<file path="config.mk">
export PLATFORM = sky130hd
export DESIGN_NAME = ethpipe_rx_slots_flat
export DESIGN_NICKNAME = d
export VERILOG_FILES = /design/src/rtl/ethpipe_rx_slots_if.sv /design/src/rtl/ethpipe_rx_slots.sv /design/src/flat_wrapper.sv
export SDC_FILE = /design/constraint.sdc
export NUM_CORES = 1
export LEC_CHECK = 0
export CORE_UTILIZATION = 40
export DETAILED_ROUTE_END_ITERATION = 7
export GPL_TIMING_DRIVEN = 0
export HOLD_SLACK_MARGIN = 0.15
export PLACE_DENSITY = 0.74
export SLEW_MARGIN = 20
export SYNTH_ARGS = -nofsm -noshare
export SYNTH_HDL_FRONTEND = slang
export SYNTH_SLANG_ARGS = --single-unit
</file>
<file path="constraint.sdc">
create_clock -name gmii_rx_clk -period 8.44 [get_ports gmii_rx_clk]
set_clock_uncertainty 0.05 [all_clocks]
set_input_delay 1.266 -clock gmii_rx_clk [delete_from_list [all_inputs] [get_ports gmii_rx_clk]]
set_output_delay 1.266 -clock gmii_rx_clk [all_outputs]
set_load 0.05 [all_outputs]
</file>
<file path="src/rtl/ethpipe_rx_slots_if.sv">
`default_nettype none
// ============================================================================
// Module      : ethpipe_rx_slots_if
// Description : Bundle of the GMII receive inputs, the frame-RAM write port,
//               the per-frame completion record and the slot bookkeeping
//               signals of the ethpipe slot receiver.
//   master : receiver side (consumes GMII/timestamp/release, drives RAM
//            writes, completion record, occupancy and drop counter)
//   slave  : surrounding system side (the mirror image)
// Revision    : 1.0 - initial release
// ============================================================================
interface ethpipe_rx_slots_if #(
    parameter int BYTES     = 2,
    parameter int SLOT_BITS = 2,
    parameter int WORD_AW   = 11,
    parameter int LEN_W     = 12
) ();
    logic [63:0]                  global_counter;
    logic [7:0]                   gmii_rxd;
    logic                         gmii_rx_dv;
    logic                         gmii_rx_er;
    logic                         slot_wr_en;
    logic [SLOT_BITS+WORD_AW-1:0] slot_wr_addr;
    logic [8*BYTES-1:0]           slot_wr_data;
    logic [BYTES-1:0]             slot_wr_be;
    logic                         done_valid;
    logic [SLOT_BITS-1:0]         done_slot;
    logic [LEN_W-1:0]             done_len;
    logic [63:0]                  done_ts;
    logic                         done_err;
    logic                         done_trunc;
    logic                         slot_release;
    logic [SLOT_BITS:0]           slots_used;
    logic [31:0]                  drop_count;

    modport master (
        input  global_counter, gmii_rxd, gmii_rx_dv, gmii_rx_er, slot_release,
        output slot_wr_en, slot_wr_addr, slot_wr_data, slot_wr_be,
        output done_valid, done_slot, done_len, done_ts, done_err, done_trunc,
        output slots_used, drop_count
    );

    modport slave (
        output global_counter, gmii_rxd, gmii_rx_dv, gmii_rx_er, slot_release,
        input  slot_wr_en, slot_wr_addr, slot_wr_data, slot_wr_be,
        input  done_valid, done_slot, done_len, done_ts, done_err, done_trunc,
        input  slots_used, drop_count
    );
endinterface
`default_nettype wire

</file>
<file path="src/rtl/ethpipe_rx_slots.sv">
`default_nettype none
// ============================================================================
// Module      : ethpipe_rx_slots
// Description : GMII receive engine that stores each frame into one of
//               NUM_SLOTS ring-buffer slots of a shared frame RAM and reports
//               per-frame metadata (length, first-byte timestamp, error and
//               truncation flags). Frames arriving with every slot occupied
//               are dropped and counted.
// Ports       : gmii_rx_clk - receive clock (single clock domain)
//               sys_rst     - asynchronous active-high reset
//               rx_if       - master side of ethpipe_rx_slots_if (GMII in,
//                             RAM write port, completion record, slot
//                             release / occupancy, drop counter)
// Revision    : 1.0 - initial release
// ============================================================================
module ethpipe_rx_slots #(
    parameter int BYTES     = 2,
    parameter int NUM_SLOTS = 4,
    parameter int SLOT_BITS = 2,
    parameter int WORD_AW   = 11,
    parameter int HDR_WORDS = 2,
    parameter int LEN_W     = 12,
    parameter int MAX_LEN   = 2048
) (
    input  wire logic          gmii_rx_clk,
    input  wire logic          sys_rst,
    ethpipe_rx_slots_if.master rx_if
);

    localparam int               c_lane_bits = (BYTES > 1) ? $clog2(BYTES) : 1;
    localparam logic [LEN_W-1:0] c_max_len   = LEN_W'(MAX_LEN);

    typedef enum logic [1:0] {
        S_WAIT_IFG = 2'd0,
        S_IDLE     = 2'd1,
        S_RECV     = 2'd2,
        S_DISCARD  = 2'd3
    } state_t;

    state_t                       r_state;
    state_t                       w_state_nxt;

    logic                         r_wr_en;
    logic [SLOT_BITS+WORD_AW-1:0] r_wr_addr;
    logic [8*BYTES-1:0]           r_wr_data;
    logic [BYTES-1:0]             r_wr_be;
    logic                         r_done_valid;
    logic [SLOT_BITS-1:0]         r_done_slot;
    logic [LEN_W-1:0]             r_done_len;
    logic [63:0]                  r_done_ts;
    logic                         r_done_err;
    logic                         r_done_trunc;
    logic [SLOT_BITS:0]           r_slots_used;
    logic [31:0]                  r_drop_count;
    logic [SLOT_BITS-1:0]         r_wr_ptr;
    logic [LEN_W-1:0]             r_len;
    logic [63:0]                  r_ts;
    logic                         r_err;
    logic                         r_trunc;

    logic                         w_dv;
    logic                         w_full;
    logic                         w_start;
    logic                         w_drop;
    logic                         w_recv_dv;
    logic                         w_take;
    logic                         w_end;
    logic                         w_rel;
    logic [LEN_W-1:0]             w_n;
    logic [c_lane_bits-1:0]       w_lane;
    logic [WORD_AW-1:0]           w_word;

    assign w_dv = rx_if.gmii_rx_dv;

    // A completion record issued last cycle has not reached r_slots_used yet
    // (occupancy follows done_valid by one cycle so that a release coinciding
    // with done_valid nets to zero), so it is counted here as already taken.
    assign w_full    = ({1'b0, r_slots_used} + (SLOT_BITS+2)'(r_done_valid))
                       >= (SLOT_BITS+2)'(NUM_SLOTS);
    assign w_start   = (r_state == S_IDLE) && w_dv && !w_full;
    assign w_drop    = (r_state == S_IDLE) && w_dv && w_full;
    assign w_recv_dv = (r_state == S_RECV) && w_dv;
    assign w_take    = w_start || (w_recv_dv && (r_len < c_max_len));
    assign w_end     = (r_state == S_RECV) && !w_dv;
    assign w_rel     = rx_if.slot_release && (r_slots_used != '0);

    // Index of the byte on the bus this cycle: 0 when a frame is starting,
    // otherwise the number of bytes already stored.
    assign w_n    = (r_state == S_IDLE) ? '0 : r_len;
    assign w_lane = c_lane_bits'(w_n % BYTES);
    assign w_word = WORD_AW'(HDR_WORDS) + WORD_AW'(w_n / BYTES);

    // ------------------------------------------------------------------------
    // Frame FSM
    // ------------------------------------------------------------------------
    always_ff @(posedge gmii_rx_clk or posedge sys_rst) begin
        if (sys_rst) begin
            r_state <= S_WAIT_IFG;
        end else begin
            r_state <= w_state_nxt;
        end
    end

    always_comb begin
        w_state_nxt = r_state;
        case (r_state)
            // Never lock onto a frame already in flight when reset ends.
            S_WAIT_IFG: if (!w_dv) w_state_nxt = S_IDLE;
            S_IDLE:     if (w_dv)  w_state_nxt = w_full ? S_DISCARD : S_RECV;
            S_RECV:     if (!w_dv) w_state_nxt = S_IDLE;
            S_DISCARD:  if (!w_dv) w_state_nxt = S_IDLE;
            default:    w_state_nxt = S_WAIT_IFG;
        endcase
    end

    // ------------------------------------------------------------------------
    // Datapath: RAM write port, frame accumulation, completion, bookkeeping
    // ------------------------------------------------------------------------
    always_ff @(posedge gmii_rx_clk or posedge sys_rst) begin
        if (sys_rst) begin
            r_wr_en      <= 1'b0;
            r_wr_addr    <= '0;
            r_wr_data    <= '0;
            r_wr_be      <= '0;
            r_done_valid <= 1'b0;
            r_done_slot  <= '0;
            r_done_len   <= '0;
            r_done_ts    <= '0;
            r_done_err   <= 1'b0;
            r_done_trunc <= 1'b0;
            r_slots_used <= '0;
            r_drop_count <= '0;
            r_wr_ptr     <= '0;
            r_len        <= '0;
            r_ts         <= '0;
            r_err        <= 1'b0;
            r_trunc      <= 1'b0;
        end else begin
            r_wr_en <= w_take;
            if (w_take) begin
                r_wr_addr <= {r_wr_ptr, w_word};
                r_wr_be   <= BYTES'(1) << w_lane;
                r_wr_data <= (8*BYTES)'(rx_if.gmii_rxd) << {w_lane, 3'b000};
            end

            if (w_start) begin
                r_len   <= LEN_W'(1);
                r_ts    <= rx_if.global_counter;
                r_err   <= rx_if.gmii_rx_er;
                r_trunc <= 1'b0;
            end else if (w_recv_dv) begin
                if (r_len < c_max_len) begin
                    r_len <= r_len + LEN_W'(1);
                end else begin
                    r_trunc <= 1'b1;
                end
                if (rx_if.gmii_rx_er) begin
                    r_err <= 1'b1;
                end
            end

            r_done_valid <= w_end;
            if (w_end) begin
                r_done_slot  <= r_wr_ptr;
                r_done_len   <= r_len;
                r_done_ts    <= r_ts;
                r_done_err   <= r_err;
                r_done_trunc <= r_trunc;
                r_wr_ptr     <= r_wr_ptr + SLOT_BITS'(1);
            end

            case ({r_done_valid, w_rel})
                2'b10:   r_slots_used <= r_slots_used + (SLOT_BITS+1)'(1);
                2'b01:   r_slots_used <= r_slots_used - (SLOT_BITS+1)'(1);
                default: r_slots_used <= r_slots_used;
            endcase

            if (w_drop && (r_drop_count != 32'hFFFF_FFFF)) begin
                r_drop_count <= r_drop_count + 32'd1;
            end
        end
    end

    assign rx_if.slot_wr_en   = r_wr_en;
    assign rx_if.slot_wr_addr = r_wr_addr;
    assign rx_if.slot_wr_data = r_wr_data;
    assign rx_if.slot_wr_be   = r_wr_be;
    assign rx_if.done_valid   = r_done_valid;
    assign rx_if.done_slot    = r_done_slot;
    assign rx_if.done_len     = r_done_len;
    assign rx_if.done_ts      = r_done_ts;
    assign rx_if.done_err     = r_done_err;
    assign rx_if.done_trunc   = r_done_trunc;
    assign rx_if.slots_used   = r_slots_used;
    assign rx_if.drop_count   = r_drop_count;

endmodule
`default_nettype wire

</file>
<file path="src/flat_wrapper.sv">
// flat-port wrapper written by rule: the top's interface ports become plain ports
module ethpipe_rx_slots_flat 
#(
    parameter int BYTES     = 2,
    parameter int NUM_SLOTS = 4,
    parameter int SLOT_BITS = 2,
    parameter int WORD_AW   = 11,
    parameter int HDR_WORDS = 2,
    parameter int LEN_W     = 12,
    parameter int MAX_LEN   = 2048
)
  (gmii_rx_clk, sys_rst, rx_if_global_counter, rx_if_gmii_rxd, rx_if_gmii_rx_dv, rx_if_gmii_rx_er, rx_if_slot_release, rx_if_slot_wr_en, rx_if_slot_wr_addr, rx_if_slot_wr_data, rx_if_slot_wr_be, rx_if_done_valid, rx_if_done_slot, rx_if_done_len, rx_if_done_ts, rx_if_done_err, rx_if_done_trunc, rx_if_slots_used, rx_if_drop_count);
  ethpipe_rx_slots_if #(.BYTES(BYTES), .SLOT_BITS(SLOT_BITS), .WORD_AW(WORD_AW), .LEN_W(LEN_W)) rx_if_i ();
  input  wire logic gmii_rx_clk;
  input  wire logic sys_rst;
  input wire logic [$bits(rx_if_i.global_counter)-1:0] rx_if_global_counter;
  input wire logic [$bits(rx_if_i.gmii_rxd)-1:0] rx_if_gmii_rxd;
  input wire logic [$bits(rx_if_i.gmii_rx_dv)-1:0] rx_if_gmii_rx_dv;
  input wire logic [$bits(rx_if_i.gmii_rx_er)-1:0] rx_if_gmii_rx_er;
  input wire logic [$bits(rx_if_i.slot_release)-1:0] rx_if_slot_release;
  output wire logic [$bits(rx_if_i.slot_wr_en)-1:0] rx_if_slot_wr_en;
  output wire logic [$bits(rx_if_i.slot_wr_addr)-1:0] rx_if_slot_wr_addr;
  output wire logic [$bits(rx_if_i.slot_wr_data)-1:0] rx_if_slot_wr_data;
  output wire logic [$bits(rx_if_i.slot_wr_be)-1:0] rx_if_slot_wr_be;
  output wire logic [$bits(rx_if_i.done_valid)-1:0] rx_if_done_valid;
  output wire logic [$bits(rx_if_i.done_slot)-1:0] rx_if_done_slot;
  output wire logic [$bits(rx_if_i.done_len)-1:0] rx_if_done_len;
  output wire logic [$bits(rx_if_i.done_ts)-1:0] rx_if_done_ts;
  output wire logic [$bits(rx_if_i.done_err)-1:0] rx_if_done_err;
  output wire logic [$bits(rx_if_i.done_trunc)-1:0] rx_if_done_trunc;
  output wire logic [$bits(rx_if_i.slots_used)-1:0] rx_if_slots_used;
  output wire logic [$bits(rx_if_i.drop_count)-1:0] rx_if_drop_count;
  assign rx_if_i.global_counter = rx_if_global_counter;
  assign rx_if_i.gmii_rxd = rx_if_gmii_rxd;
  assign rx_if_i.gmii_rx_dv = rx_if_gmii_rx_dv;
  assign rx_if_i.gmii_rx_er = rx_if_gmii_rx_er;
  assign rx_if_i.slot_release = rx_if_slot_release;
  assign rx_if_slot_wr_en = rx_if_i.slot_wr_en;
  assign rx_if_slot_wr_addr = rx_if_i.slot_wr_addr;
  assign rx_if_slot_wr_data = rx_if_i.slot_wr_data;
  assign rx_if_slot_wr_be = rx_if_i.slot_wr_be;
  assign rx_if_done_valid = rx_if_i.done_valid;
  assign rx_if_done_slot = rx_if_i.done_slot;
  assign rx_if_done_len = rx_if_i.done_len;
  assign rx_if_done_ts = rx_if_i.done_ts;
  assign rx_if_done_err = rx_if_i.done_err;
  assign rx_if_done_trunc = rx_if_i.done_trunc;
  assign rx_if_slots_used = rx_if_i.slots_used;
  assign rx_if_drop_count = rx_if_i.drop_count;
  ethpipe_rx_slots #(.BYTES(BYTES), .NUM_SLOTS(NUM_SLOTS), .SLOT_BITS(SLOT_BITS), .WORD_AW(WORD_AW), .HDR_WORDS(HDR_WORDS), .LEN_W(LEN_W), .MAX_LEN(MAX_LEN)) u_core (.gmii_rx_clk(gmii_rx_clk), .sys_rst(sys_rst), .rx_if(rx_if_i));
endmodule
</file>
-- Word level (Yosys, flattened, before mapping)
Index checks and enable logic that the tools add are counted.
- logic and storage cells: 75
- bits of input ports: 77
- bits in registers: 230
- reduce and logical (&&, ||, !) cells: 22
- multiplexer cells: 15
- equality and inequality tests: 9
- order comparisons: 2
- shifts and indexed selects: 2
- add/sub/neg operators: 7
- operator list (operator ; number):
    12-bit 2-to-1 mux ; 4
    32-bit by 1-bit adder with 32-bit output, second input constant ; 1
    32-bit inequality test, second input constant ; 1
    8-bit by 4-bit << shifter with 16-bit output ; 1
    12-bit by 1-bit adder with 12-bit output, second input constant ; 1
    12-bit < comparator, second input constant ; 1
    2-bit by 11-bit adder with 11-bit output, first input constant ; 1
    1-bit logical AND ; 8
    2-bit AND reduction ; 4
    2-bit nonzero test ; 4
    1-bit 2-to-1 mux ; 7
    2-bit equality test, second input constant ; 3
    3-bit case mux with 2 select lines ; 1
    3-bit by 1-bit adder with 4-bit output ; 1
    2-bit by 1-bit equality test with 1-bit output, second input constant ; 2
    4-bit by 3-bit >= comparator with 1-bit output, second input constant ; 1
    2-bit 2-to-1 mux ; 2
    2-bit inequality test, second input constant ; 2
    2-bit case mux with 2 select lines ; 1
    3-bit by 1-bit adder with 3-bit output, second input constant ; 1
    3-bit nonzero test ; 1
    3-bit OR reduction ; 1
    3-bit by 1-bit subtractor with 3-bit output, second input constant ; 1
    2-bit by 1-bit adder with 2-bit output, second input constant ; 1
    other kinds (5) ; 6

-- Logic depth before layout (Yosys ltp)
- word-level depth: 6
- depth in mapped cells: 9
- gate-level depth less buffers: 7

-- Worst setup path before layout
Ideal clock, no wire load.
- kind: input to register
- start point: in rx_if_gmii_rx_dv
- end point: reg u_core.r_done_len[10], in the netlist u_core.rx_if.done_len[10]
- path buffers: 3
- stages: 6
- slack: 5.805 ns
- required time: 8.265 ns
- arrival time: 2.461 ns
- cell sequence: buf_2 > inv_1 > and3_1 > buf_2 > buf_2 > mux2_2
- longest elaborated chain between the ends: 2
- ends and longest elaborated chain (item ; RTL line ; RTL):
    from (decl) ; flat_wrapper.sv:18 ; input wire logic [$bits(rx_if_i.gmii_rx_dv)-1:0] rx_if_gmii_rx_dv;
    1-bit zero test ; ethpipe_rx_slots.sv:84 ; assign w_end = (r_state == S_RECV) && !w_dv;
    1-bit logical AND ; ethpipe_rx_slots.sv:84 ;
    to (signal assigned) ; ethpipe_rx_slots.sv:165 ; r_done_len <= r_len;
    to (decl) ; ethpipe_rx_slots.sv:49 ; logic [LEN_W-1:0] r_done_len;
Every way passes these cells.
A chain may end at the register's enable or synchronous reset.

-- Worst setup path in the final report
- start point: reg u_core.r_slots_used[0], in the netlist u_core.rx_if.slots_used[0]
- end point: out rx_if_slots_used[0]
- RTL lines (item ; RTL line ; RTL):
    from (decl) ; ethpipe_rx_slots.sv:53 ; logic [SLOT_BITS:0] r_slots_used;
    from (signal assigned) ; ethpipe_rx_slots.sv:173 ; 2'b10: r_slots_used <= r_slots_used + (SLOT_BITS+1)'(1);
    from (signal assigned) ; ethpipe_rx_slots.sv:174 ; 2'b01: r_slots_used <= r_slots_used - (SLOT_BITS+1)'(1);
    from (signal assigned) ; ethpipe_rx_slots.sv:175 ; default: r_slots_used <= r_slots_used;
    to (decl) ; flat_wrapper.sv:31 ; output wire logic [$bits(rx_if_i.slots_used)-1:0] rx_if_slots_used;
No word-level cell between the ends.

==> flow_summary_export.csv <==
group,metric,value,unit
global_routing,grt_first_pass_wirelength,36500,µm
cts,cts_buffer_depth,3,
pwr,power_density,362,nW/µm²
synthesis,synth_nets,914,
synthesis,yosysUniqueCellTypes,49,
sta,tightest_slew,0.691,ns
setup_path,timing.rr.end,"u_core.rx_if.slot_wr_data[8]",
synthesis,synth.mux.area_fraction,9.75,%
finish,area_growth,38.0,%
global_routing,grtUsageTotal,18.8,%
synthesis,avgSynthCellArea,11.4,µm²
setup_path,startpoint_type,"flop",
synthesis,syn_area,9450,µm²
routing,drtIter0Drc,371,
cts,cts_made_buffers,26,
min_path,hp-start,"u_core.rx_if.slot_wr_addr[12]",
sta,maxSlewHeadroom,53.7,%
setup_path,regToRegSetupSlack,6.03,ns
floorplan,die_x,156,µm
routing,firstDrtPassIters,4,
pwr,pwr-share-comb,39.8,%
synthesis,synthFlopType,"dfrtp_1",
sta,report.final.slew_viol_count,0,
cts,htreeDepth,1,
setup_path,critPathSlowestCell,"clkdlybuf4s50_1",
setup_path,reg2reg_depth,7,
pwr,p_leak,0.00606,µW
routing,post_drt_wl_per_cell,15.8,µm
cts,root_buffer,"clkbuf_16",
cts,cts.hold.buffers_added,0,
global_routing,grt_pass1_vias,6923,
pwr,ir_worst_vdd,0.210,mV
min_path,hold_depth,2,
floorplan,start_util,41.2,%
synthesis,ys_ff_latch,230,
finish,diodes,0,
setup_path,timing.rr.start,"u_core.r_state[1]",
cts,insertion_delay,0.52,ns
pwr,total_power,4720,µW
pwr,internal_power,2840,µW
setup_path,critPathBufInv,1,
setup_path,crit_required,7.12,ns
global_routing,grt_max_degree,108,
sta,timing.fmax,316,MHz
global_routing,grt_overflow_total,0,
routing,vias,6825,
floorplan,rows,55,
finish,nNetsFinal,1167,
finish,final_common_cell,"nand2_1",
setup_path,path_class,"reg -> out",
sta,grt_setup_unrepaired,"false",
sta,report.final.setup_viol,0,
sta,fin_crit_sh,37.5,%
floorplan,die_y,156,µm
pwr,p_sw_share,39.7,%
floorplan,fp.coreArea,22900,µm²
pwr,seqPwrFrac,35.9,%
synthesis,synth_compound_area_share,3.02,%
outcome,status,"complete, no violations",
global_routing,grt_antenna_before_repair,1,
pwr,switching_power,1870,µW
setup_path,worst_path_largest_cell_delay,0.88,ns
placed_design,dp_hpwl,15600,µm
synthesis,synth-seq-area-share,60.9,%
min_path,min_path_type,"reg -> reg",
synthesis,synth_top_family_by_area,"simple AND/OR/NAND/NOR gates",
synthesis,synthCells,832,
synthesis,synth-xor-area-share,4.73,%
floorplan,die_area,24200,µm²
min_path,hold-path-endpoint,"u_core.rx_if.slot_wr_addr[12]",
synthesis,synth-simple-area-share,18.2,%
setup_path,path_cells,"clkdlybuf4s50_1",
sta,hold_viol_final,0,
finish,drive_gt1_share,15.5,%
cts,clk_pin_slew_worst_paths,0.06,ns
routing,drt-total-wl,22400,µm
setup_path,cp.arrival,1.85,ns
setup_path,cp_max_fo,6,
pwr,pwr-share-clk,24.3,%
cts,cts_sinks,230,
floorplan,ioPinCount,225,
routing,drc,0,
cts,cts_tree,"built",
cts,post_cts_buffers,0,
setup_path,endpoint_kind,"output port",
setup_path,critPathTopFamily,"buffers and inverters",
finish,layout_common_cells,"254 x nand2_1, 230 x dfrtp_1, 223 x clkdlybuf4s50_1, 79 x mux2_2, 33 x xor2_1",
synthesis,synthAdderAreaFrac,0.742,%
placed_design,gp_congestion,0.813,
run,maxCapViolations,0,
routing,postRouteAntennaNets,0,
sta,period_minus_slack,3.17,ns
synthesis,synth_edf_count,0,
synthesis,yosysWarnings,0,
placed_design,port_buffers,223,
finish,final_core_util,56.9,%
routing,vias_per_cell,4.81,
synthesis,ys_async_sr_fraction,100,%
cts,cts_resized,0,
-- power groups by stage --
stage	clock [µW]	combinational, µW	sequential, µW
CTS	1170	1900	1700
finish	1150	1880	1690
detailed placement	0	1890	1710
global placement	0	1860	1690
floorplan	0	506	2410
global route	1220	1990	1740
-- logic make-up (layout without fill, tap and decap cells) --
group | after synthesis | in the layout
simple gates | 368 | 368
flops | 230 | 230
mux | 82 | 82
buf+inv | 54 | 327
xor+xnor | 51 | 51
compound gates | 42 | 42
fa+ha+maj | 5 | 5
-- cells in the mapped netlist (all sizes together) (2+ instances only) --
master	number	area (µm²)
and4	4	37.5
a22o	8	70.1
dfrtp	230	5760
buf	21	129
a41oi	2	17.5
nor4	5	71.3
a31oi	3	18.8
mux2	80	901
and3	8	50.1
nand2	255	960
o21ai	14	70.1
o31ai	7	52.6
xnor2	18	158
nand3	19	100
or3	3	18.8
clkbuf	22	82.6
nand4	14	109
nor2b	2	12.5
mux2i	2	20.0
and2	5	31.3
inv	10	37.5
nor4b	4	60.1
a21oi	3	15.0
xor2	33	289
nor3	14	106
ha	4	50.1
nor2	32	125
-- how the worst max path moves through the flow --
| stage | slack (ns) | cells past startpoint | startpoint | end |
|---|---|---|---|---|
| 2_1_floorplan | 0.82 | 1 | sys_rst | u_core.r_err |
| 3_3_place_gp | -2.06 | 2 | sys_rst | u_core.r_ts[58] |
| 3_5_place_dp | 5.09 | 6 | rx_if_gmii_rx_dv | u_core.rx_if.slot_wr_data[9] |
| 4_1_cts | 5.25 | 1 | u_core.rx_if.slots_used[0] | rx_if_slots_used[0] |
| 5_1_grt | 5.21 | 1 | u_core.rx_if.slots_used[0] | rx_if_slots_used[0] |
| 6_report | 5.27 | 1 | u_core.rx_if.slots_used[0] | rx_if_slots_used[0] |
-- flip-flops by register name, summed over array words and instances (netlist names) --
register and flops:
u_core.rx_if.drop_count 32, u_core.r_err 1, u_core.rx_if.done_trunc 1, u_core.rx_if.slot_wr_data 16, u_core.r_trunc 1, u_core.rx_if.slot_wr_addr 13
u_core.rx_if.done_ts 64, u_core.rx_if.slot_wr_en 1, u_core.rx_if.done_slot 2, u_core.rx_if.done_len 12, u_core.rx_if.slot_wr_be 2, u_core.r_state 2
u_core.r_wr_ptr 2, u_core.rx_if.done_valid 1, u_core.r_len 12, u_core.rx_if.done_err 1, u_core.r_ts 64, u_core.rx_if.slots_used 3
-- through the flow --
stage	setup TNS [ns]	hold WS, ns	instance area (µm²)	std cells	worst slack (ns)
detailed placement	0	0.407	12100	1370	5.09
CTS	0	0.421	13000	1418	5.25
global placement	-471.39	0.402	12100	1368	-2.06
finish	0	0.414	13000	1418	5.27
floorplan	0	0.390	9450	832	0.819
global route	0	0.436	13000	1418	5.21
-- final cells by class --
type	count	area [µm²]
buffer	43	211
clock buffer	42	842
clock inverter	6	57.6
fill	1938	9880
inverter	11	48.8
multi-input combinational	548	3440
sequential	230	5760
tap	313	392
timing repair buffer	225	2290
-- per-layer routing --
metal  track usage [%]  part of all wire [%]  vias to the layer above
met2              30.1                    47                      171
li1                  -                     -                     3258
met5                 0                 0.058                        -
met4              4.76                   1.8                        2
met3              5.08                   7.0                       36
met1              25.3                    44                     3358
(Power assumes the default switching activity.)
